## src/rtl/flappy_game_ctrl.sv

```systemverilog
// Flappy Bird game controller: state machine, N-pipe scroller, collision, pause and scoring.
// Define FLAPPY_SCORE_SAT_EN to make current_score saturate instead of wrapping.
//
// state | meaning
// LOST  | bird hit a pipe or the floor; waits for rst_game
// READY | pipes parked at start positions, score cleared; waits for jump
// PLAY  | pipes scroll, collision and pause are live
module flappy_game_ctrl #(
  parameter int NUM_PIPES  = 2,
  parameter int POS_W      = 10,
  parameter int SCROLL_LEN = 345,
  parameter int GAP_W      = 8,
  parameter int SCORE_W    = 4,
  parameter int ACC_W      = 18,
  parameter int SCREEN_H   = 480,
  parameter int BIRD_X_LO  = 244,
  parameter int BIRD_X_HI  = 284,
  parameter int BIRD_HALF  = 20,
  parameter int PIPE_W     = 50,
  parameter int GAP_TOP    = 75,
  parameter int GAP_BOT    = 215
) (
  input  logic                       clk,
  input  logic                       clr,
  input  logic                       tick,
  input  logic                       jump,
  input  logic                       rst_game,
  input  logic                       pause_btn,
  input  logic [2:0]                 hr,
  input  logic [10:0]                bird_y,
  // random gap offset; 'rand' itself is a reserved word
  input  logic [GAP_W-1:0]           rand_gap,
  output logic [1:0]                 state,
  output logic                       paused,
  output logic [NUM_PIPES*POS_W-1:0] pipe_pos,
  output logic [NUM_PIPES*GAP_W-1:0] pipe_gap,
  output logic [SCORE_W-1:0]         current_score,
  output logic [SCORE_W-1:0]         high_score
);

  typedef enum logic [1:0] {
    ST_LOST  = 2'd0,
    ST_READY = 2'd1,
    ST_PLAY  = 2'd2
  } state_e;

  localparam int CNT_W = $clog2(NUM_PIPES + 1);
  localparam logic [GAP_W-1:0] GAP_INIT = GAP_W'(100);

  function automatic logic [POS_W-1:0] init_pos(input int idx);
    return POS_W'(idx * (SCROLL_LEN / NUM_PIPES));
  endfunction

  state_e             state_q, state_d;
  logic               paused_q, paused_d;
  logic               pb_prev_q, pb_prev_d;
  logic [ACC_W:0]     acc_q, acc_d;
  logic [SCORE_W-1:0] score_q, score_d;
  logic [SCORE_W-1:0] high_q, high_d;
  logic [POS_W-1:0]   pos_q [NUM_PIPES];
  logic [POS_W-1:0]   pos_d [NUM_PIPES];
  logic [GAP_W-1:0]   gap_q [NUM_PIPES];
  logic [GAP_W-1:0]   gap_d [NUM_PIPES];

  logic [1:0]         step;
  logic               hit;
  logic [11:0]        bird_top;
  logic [11:0]        pipe_x;
  logic [11:0]        gap12;
  logic [CNT_W-1:0]   n_recycle;
`ifdef FLAPPY_SCORE_SAT_EN
  logic [SCORE_W+CNT_W-1:0] score_sum;
`endif

  always_comb begin
    unique case (hr)
      3'b001:  step = 2'd1;
      3'b011:  step = 2'd2;
      3'b111:  step = 2'd1;
      3'b000:  step = 2'd3;
      default: step = 2'd0;
    endcase
  end

  // All collision math is 12-bit unsigned, wrapping included.
  always_comb begin
    hit      = 1'b0;
    pipe_x   = '0;
    gap12    = '0;
    bird_top = 12'(SCREEN_H) - 12'(bird_y);
    for (int i = 0; i < NUM_PIPES; i++) begin
      pipe_x = 12'(SCROLL_LEN) - 12'(pos_q[i]);
      gap12  = 12'(gap_q[i]);
      if ((12'(BIRD_X_HI) > pipe_x) && (12'(BIRD_X_LO) < pipe_x + 12'(PIPE_W)) &&
          ((bird_top - 12'(BIRD_HALF) < gap12 + 12'(GAP_TOP)) ||
           (bird_top + 12'(BIRD_HALF) > gap12 + 12'(GAP_BOT))))
        hit = 1'b1;
    end
  end

  always_comb begin
    state_d   = state_q;
    paused_d  = paused_q;
    pb_prev_d = pb_prev_q;
    score_d   = score_q;
    high_d    = high_q;
    pos_d     = pos_q;
    gap_d     = gap_q;
    n_recycle = '0;
`ifdef FLAPPY_SCORE_SAT_EN
    score_sum = '0;
`endif
    acc_d     = {1'b0, acc_q[ACC_W-1:0]} + (ACC_W+1)'(step);

    // acc_q[ACC_W] is last cycle's carry-out: the scroll strobe
    if (acc_q[ACC_W] && state_q == ST_PLAY && !paused_q) begin
      for (int i = 0; i < NUM_PIPES; i++) begin
        if (pos_q[i] < POS_W'(SCROLL_LEN)) begin
          pos_d[i] = pos_q[i] + POS_W'(1);
        end else begin
          pos_d[i]  = '0;
          gap_d[i]  = rand_gap;
          n_recycle = n_recycle + CNT_W'(1);
        end
      end
`ifdef FLAPPY_SCORE_SAT_EN
      score_sum = {{CNT_W{1'b0}}, score_q} + {{SCORE_W{1'b0}}, n_recycle};
      if (score_sum > {{CNT_W{1'b0}}, {SCORE_W{1'b1}}})
        score_d = {SCORE_W{1'b1}};
      else
        score_d = score_sum[SCORE_W-1:0];
`else
      score_d = score_q + SCORE_W'(n_recycle);
`endif
    end

    if (tick) begin
      pb_prev_d = pause_btn;
      unique case (state_q)
        ST_READY: if (jump) state_d = ST_PLAY;
        ST_PLAY: begin
          if (score_q > high_q) high_d = score_q;
          if (pause_btn && !pb_prev_q) paused_d = !paused_q;
          if (!paused_q && (hit || bird_y == 11'd0)) state_d = ST_LOST;
        end
        ST_LOST:  if (rst_game) state_d = ST_READY;
        default:  state_d = ST_READY;
      endcase
    end

    if (state_d != ST_PLAY) paused_d = 1'b0;

    if (state_d == ST_READY && state_q != ST_READY) begin
      acc_d   = '0;
      score_d = '0;
      for (int i = 0; i < NUM_PIPES; i++) begin
        pos_d[i] = init_pos(i);
        gap_d[i] = GAP_INIT;
      end
    end
  end

  always_ff @(posedge clk or negedge clr) begin
    if (!clr) begin
      state_q   <= ST_READY;
      paused_q  <= 1'b0;
      pb_prev_q <= 1'b0;
      acc_q     <= '0;
      score_q   <= '0;
      high_q    <= '0;
      for (int i = 0; i < NUM_PIPES; i++) begin
        pos_q[i] <= init_pos(i);
        gap_q[i] <= GAP_INIT;
      end
    end else begin
      state_q   <= state_d;
      paused_q  <= paused_d;
      pb_prev_q <= pb_prev_d;
      acc_q     <= acc_d;
      score_q   <= score_d;
      high_q    <= high_d;
      pos_q     <= pos_d;
      gap_q     <= gap_d;
    end
  end

  for (genvar g = 0; g < NUM_PIPES; g++) begin : g_pack
    assign pipe_pos[g*POS_W +: POS_W] = pos_q[g];
    assign pipe_gap[g*GAP_W +: GAP_W] = gap_q[g];
  end

  assign state         = state_q;
  assign paused        = paused_q;
  assign current_score = score_q;
  assign high_score    = high_q;

endmodule
```

## config.mk

```make
export PLATFORM = sky130hd
export DESIGN_NAME = flappy_game_ctrl
export DESIGN_NICKNAME = d
export VERILOG_FILES = /design/src/rtl/flappy_game_ctrl.sv
export SDC_FILE = /design/constraint.sdc
export NUM_CORES = 1
export LEC_CHECK = 0
export CAP_MARGIN = 10
export CORE_UTILIZATION = 50
export DETAILED_ROUTE_END_ITERATION = 8
export HOLD_SLACK_MARGIN = 0.15
export PLACE_DENSITY = 0.77
export SETUP_SLACK_MARGIN = 0.1
export SLEW_MARGIN = 15
export SYNTH_ARGS = -nofsm -noshare
export SYNTH_HDL_FRONTEND = slang
export SYNTH_SLANG_ARGS = --single-unit
```

## constraint.sdc

```tcl
create_clock -name clk -period 3.4 [get_ports clk]
set_input_delay 0.68 -clock clk [delete_from_list [all_inputs] [get_ports clk]]
set_output_delay 0.68 -clock clk [all_outputs]
set_load 0.05 [all_outputs]
```

Word level (Yosys, flattened, before mapping)
Index checks and enable logic that the tools add are counted.
- add/sub/neg operators: 16
- $lt $le $gt $ge: 11
- equality and inequality tests: 10
- multiplexer cells: 27
- reduce and logical (&&, ||, !) cells: 26
- operators with widths (cell ; count):
    $mux W20 ; 2
    $mux W16 ; 2
    $add A11 B7 Y12 const B ; 2
    $gt A12 B9 Y1 ; 2
    $gt A9 B12 Y1 const A ; 2
    $lt A12 B9 Y1 ; 2
    $lt A8 B12 Y1 const A ; 2
    $sub A9 B10 Y11 const A ; 2
    $add A10 B1 Y10 const B ; 2
    $lt A10 B9 Y1 const B ; 2
    $mux W10 ; 2
    $add A18 B2 Y19 ; 1
    $mux W19 ; 1
    $add A8 B7 Y9 const B ; 2
    $add A8 B8 Y9 const B ; 2
    $mux W8 ; 2
    $mux W2 ; 7
    $add A12 B5 Y12 const B ; 1
    $pmux W2 S3 ; 2
    $sub A12 B5 Y12 const B ; 1
    $sub A9 B11 Y12 const A ; 1
    $logic_not A11 Y1 ; 1
    $logic_and A1 B1 Y1 ; 9
    $mux W4 ; 2
    19 further kinds ; 36
- register bits after elaboration: 67
- input bits: 28
- output and inout port bits: 47
- logic and storage cells: 100

Longest topological paths before layout
- depth after elaboration: 16
- mapped depth: 19
- mapped depth without buffers: 18

Worst setup path after synthesis
Ideal clock, no wire load.
- path type: in2reg
- start: in bird_y[0]
- end: reg state_q[1], in the netlist state[1]
- setup time: 0.086 ns
- data arrival time: 3.765 ns
- data required time: 3.314 ns
- path slack: -0.451 ns
- cell stages on the path: 16
- buffers on the path: 1
- cell sequence: inv_1 -> ha_1 -> buf_2 -> o311ai_0 -> mux2i_1 -> xor2_1 -> ha_1 -> and3_1 -> nand3_1 -> a21oi_1 -> a211oi_1 -> nor2_1 -> a311oi_1 -> nor4_1 -> o31a_1 -> o221ai_2
- longest elaborated chain between the ends: 12
- elaborated cells on any way between the ends: 19
- classes of those cells: 3 x add/sub; 4 x order compare; 5 x mux; 7 x reduce/logical
- ends and longest elaborated chain (item ; line ; RTL):
    from (decl) ; 30 ; input logic [10:0] bird_y,
    $sub A9 B11 Y12 ; 90 ; bird_top = 12'(SCREEN_H) - 12'(bird_y);
    $sub A12 B5 Y12 / $add A12 B5 Y12 (equally long branches) ; 95, 96 ;
    $lt A12 B9 Y1 / $gt A12 B9 Y1 (equally long branches) ; 95, 96 ;
    $logic_or A1 B1 Y1 ; 95 ; ((bird_top - 12'(BIRD_HALF) < gap12 + 12'(GAP_TOP)) ||
    $logic_and A1 B1 Y1 ; 94 ; if ((12'(BIRD_X_HI) > pipe_x) && (12'(BIRD_X_LO) < pipe_x + 12'(PIPE_W)) &&
    $mux W1 (2 in series) ; 94 ;
    $logic_or A1 B1 Y1 * ; 144 ; if (!paused_q && (hit || bird_y == 11'd0)) state_d = ST_LOST;
    $logic_and A1 B1 Y1 * ; 144 ;
    $mux W2 * ; 144 ;
    $pmux W2 S3 * ; 139 ; unique case (state_q)
    $mux W2 * ; 137 ; if (tick) begin
    named net state_d[1] ; 54 ; state_e state_q, state_d;
    to (signal assigned) ; 176 ; state_q <= state_d;
    to (decl) ; 54 ;
Mark *: on every way through the listed nets, which the timed path passes. The rest lies on a longest branch.
A chain may end at the register's enable or synchronous reset.

Final worst setup path
Same ends and word-level chain as after synthesis.

==> metrics.md <==
| Metric | Value |
|---|---|
| First-pass GRT wire length | `29.4 mm` |
| Yosys warnings | `0` |
| Grt total ovfl | `0` |
| Diode count | `0` |
| Area leader, netlist | `dfrtp_1` |
| Worst Path Max Fanout | `4` |
| Dominant cells by area after synthesis | `dfrtp_1 (22%), ha_1 (11%), a21oi_1 (5.2%)` |
| Flops & latches, synth | `67` |
| Vias in the first global route | `5968` |
| Worst setup path end | `state[1]` |
| Async SR Flop Fraction | `between 90% and 100%` |
| Critical path origin | `bird_y[0]` |
| Sequential share of the synthesized area | `26.3%` |
| Chip width | `115 um` |
| Post-synth EDFFs | `0` |
| Reg2reg end | `state[1]` |
| Syn_nets | `897` |
| Die area | `13300 um2` |
| TritonCTS clock tree | `built` |
| RSZ-0062 raised after global routing | `true` |
| Worst setup margin | `-179 ps` |
| Post-synthesis area per instance | `7.94 um2` |
| Outcome | `finished with violations` |
| Final nets | `just over 1000` |
| Setup TNS | `-266 ps` |
| Drt pass-1 iters | `5` |
| Min Tclk post-route | `around 3600 ps` |
| Share of the synthesized area in the top cell type | `21.8%` |
| Critical path data arrival time | `roughly 3800 ps` |
| Tcrit/Tclk final | `105%` |
| Pre-CTS setup slack | `-1040 ps` |
| Pleak | `3.69 nW` |
| WL/cell | `16.1 um` |
| H-Tree Level Count | `3` |
| MaxCap Viol Count | `0` |
| Crit path capture type | `flop` |
| Top Ports | `75` |
| Worst reg2reg path depth | `12` |
| Max Root-Sink Buffers | `2` |
| Clock root cell | `clkbuf_16` |
| Core Area | `12600 um2` |
| Setup Crit Path Kind | `primary input to flop` |
| Via density | `5.76` |
| Layout fillers | `just over 1000` |
| Final wirelength | `17.9 mm` |
| Largest vdd supply drop | `around 0.00043 V` |
| Final hold violation count | `0` |
| Min-Delay Path Class | `flop to flop` |
| Largest net degree at the start of global routing | `68` |
| Area growth, synth to finish | `32.4%` |
| Worst hold slack | `525 ps` |
| CTS Buf Count | `9` |
| Setup Skew | `between 5 and 6 ps` |
| Fin. max-slew vios | `0` |
| Post-detailed-placement half-perimeter wirelength | `13.0 mm` |
| Final core utilization | `67.8%` |
| Initial antenna violation count | `0` |
| Die H | `115 um` |
| DRC | `0` |
| Placer congestion estimate | `0.912` |
| Worst-skew pair later-pin latency | `330 ps` |
| TritonCTS Sinks | `between 60 and 70` |
| DR iter-0 viols | `~360` |
| Vias | `about 6400` |
| Worst-Margin Slew | `847 ps` |
| R2R setup slack | `~350 ps` |
| Initial Util | `51.2%` |
| Port buffer count | `74` |
| Pwr dens | `486 nW/um2` |
| Ys flop type | `dfrtp_1` |
| Global router's overall resource usage | `27.5%` |
| Violated checks | `setup timing` |
| CTS clk-pin slew, worst paths | `50 ps` |
| Row cnt | `41` |
| Share of layout cells above drive strength 1 | `21.0%` |
| DRT antenna net count | `0` |
| Final setup fails | `2` |
| # hold bufs at CTS | `0` |
| Syn Std Cell Area | `roughly 6400 um2` |
| Reg2reg start | `pipe_pos[12]` |
| Unique masters post-synth | `76` |
| Crit path required time | `3640 ps` |
| Peak Freq | `279 MHz` |
| Synth Instances | `811` |
| Max_slew headroom | `43.5%` |
| Worst setup SP type | `primary input` |
==> flip-flops by register name, summed over array words and instances, names as in the netlist <==
| signal | count |
|---|---|
| paused | 1 |
| pb_prev_q | 1 |
| high_score | 4 |
| pipe_pos | 20 |
| pipe_gap | 16 |
| acc_q | 19 |
| state | 2 |
| current_score | 4 |
==> worst min path at each step <==
stage	from	to	slack, ps	cells past startpoint
2_1_floorplan	clr	acc_q[0]	380	0
3_3_place_gp	pb_prev_q	pb_prev_q	490	1
3_5_place_dp	pipe_gap[5]	pipe_gap[5]	510	2
4_1_cts	pipe_gap[5]	pipe_gap[5]	520	2
5_1_grt	pipe_pos[12]	pipe_pos[12]	550	2
6_report	pipe_gap[5]	pipe_gap[5]	520	2
==> where the power goes <==
part	internal (mW)	switching [mW]
registers	0.932	0.182
clock network	0.607	0.327
logic	0.891	1.21
==> layout by cell type, fill, tap and decap left out, types with 29 or more instances in the layout <==
master	instances
a21oi_1	61
buf_4	89
xnor2_1	34
inv_1	35
o21ai_0	55
clkdlybuf4s50_1	66
ha_1	49
xor2_1	30
nor2_1	60
nand3_1	29
dfrtp_1	53
nand2_1	82
==> metrics by stage <==
step	total power [mW]	cell area [um2]	std cells
2_1_floorplan	2.36	6540	811
3_3_place_gp	2.92	7880	1086
3_5_place_dp	2.96	7880	1086
4_1_cts	4.01	8390	1110
5_1_grt	4.39	8520	1115
6_report	4.15	8520	1115
==> cell families (layout without fill, tap and decap cells) <==
kind of cell | Yosys count | count (layout) | share of synthesized area (%)
mux | 9 | 9 | 1.48
compound gates | 217 | 217 | 21.8
xor+xnor | 68 | 68 | 9.25
buf+inv | 90 | 222 | 5.68
fa+ha+maj | 58 | 58 | 11.5
flops | 67 | 67 | 26.3
simple gates | 302 | 302 | 24.0
==> area by class of cell <==
| type | count | area [um2] | share of cell area, % |
|---|---|---|---|
| inverter | 38 | 166 | 1.95 |
| clock buffer | 14 | 264 | 3.10 |
| timing repair buffer | 168 | 1480 | 17.3 |
| clock inverter | 2 | 35.0 | 0.411 |
| tap | 172 | 215 | 2.52 |
| sequential | 67 | 1690 | 19.9 |
| multi-input combinational | 654 | 4670 | 54.8 |
==> per-layer routing <==
| layer | vias to the layer above | routed length [um] | global-route usage (%) |
|---|---|---|---|
| met3 | 23 | 710 | 4.03 |
| met1 | 3082 | 8040 | 37.2 |
| li1 | 3147 | - | - |
| met2 | 168 | 8870 | 46.3 |
| met4 | 0 | 293 | 6.49 |
| met5 | - | 0 | 0 |
==> repair_timing <==
action,CTS,global route
buffers inserted,9,5
gates resized for setup,57,20
pin swaps,29,20
endpoints found under the setup margin,2,3
==> worst max-delay path, stage by stage <==
cell and delay [ps]:
buf_12 110, buf_6 120, or3_4 420, nor4_4 280, o21bai_1 160, mux2i_1 110, xor2_1 200, buf_4 150
ha_4 270, and3_4 180, nand3_4 60, buf_4 140, nor2_4 110, nor2_2 50, a311oi_2 260, nor4_2 80
o31a_1 300, o221ai_2 120
==> cells in the mapped netlist, types with 3 or more instances <==
library cell,n
buf_1,5
o21bai_1,4
dfstp_2,11
mux2i_1,5
nor2_1,65
nor3b_1,6
nor4_1,11
xnor2_1,38
nand2b_1,11
and3_1,14
a211oi_1,5
nor3_1,14
clkbuf_1,36
inv_1,38
and3b_1,3
dfrtp_1,56
xor2_1,30
and2_1,8
o31ai_1,6
o21a_1,9
mux2_2,4
a211o_1,3
a21oi_1,67
buf_4,3
nand2_1,83
o31a_1,4
a21o_1,4
or2_2,8
nand3_1,31
ha_1,56
o311ai_0,4
nor2b_1,12
buf_2,7
o32ai_1,3
o21ai_0,62
a31oi_1,9
nand4_1,11
or3_1,9
o211ai_1,7
No activity file was read; power rests on OpenSTA's default activity.
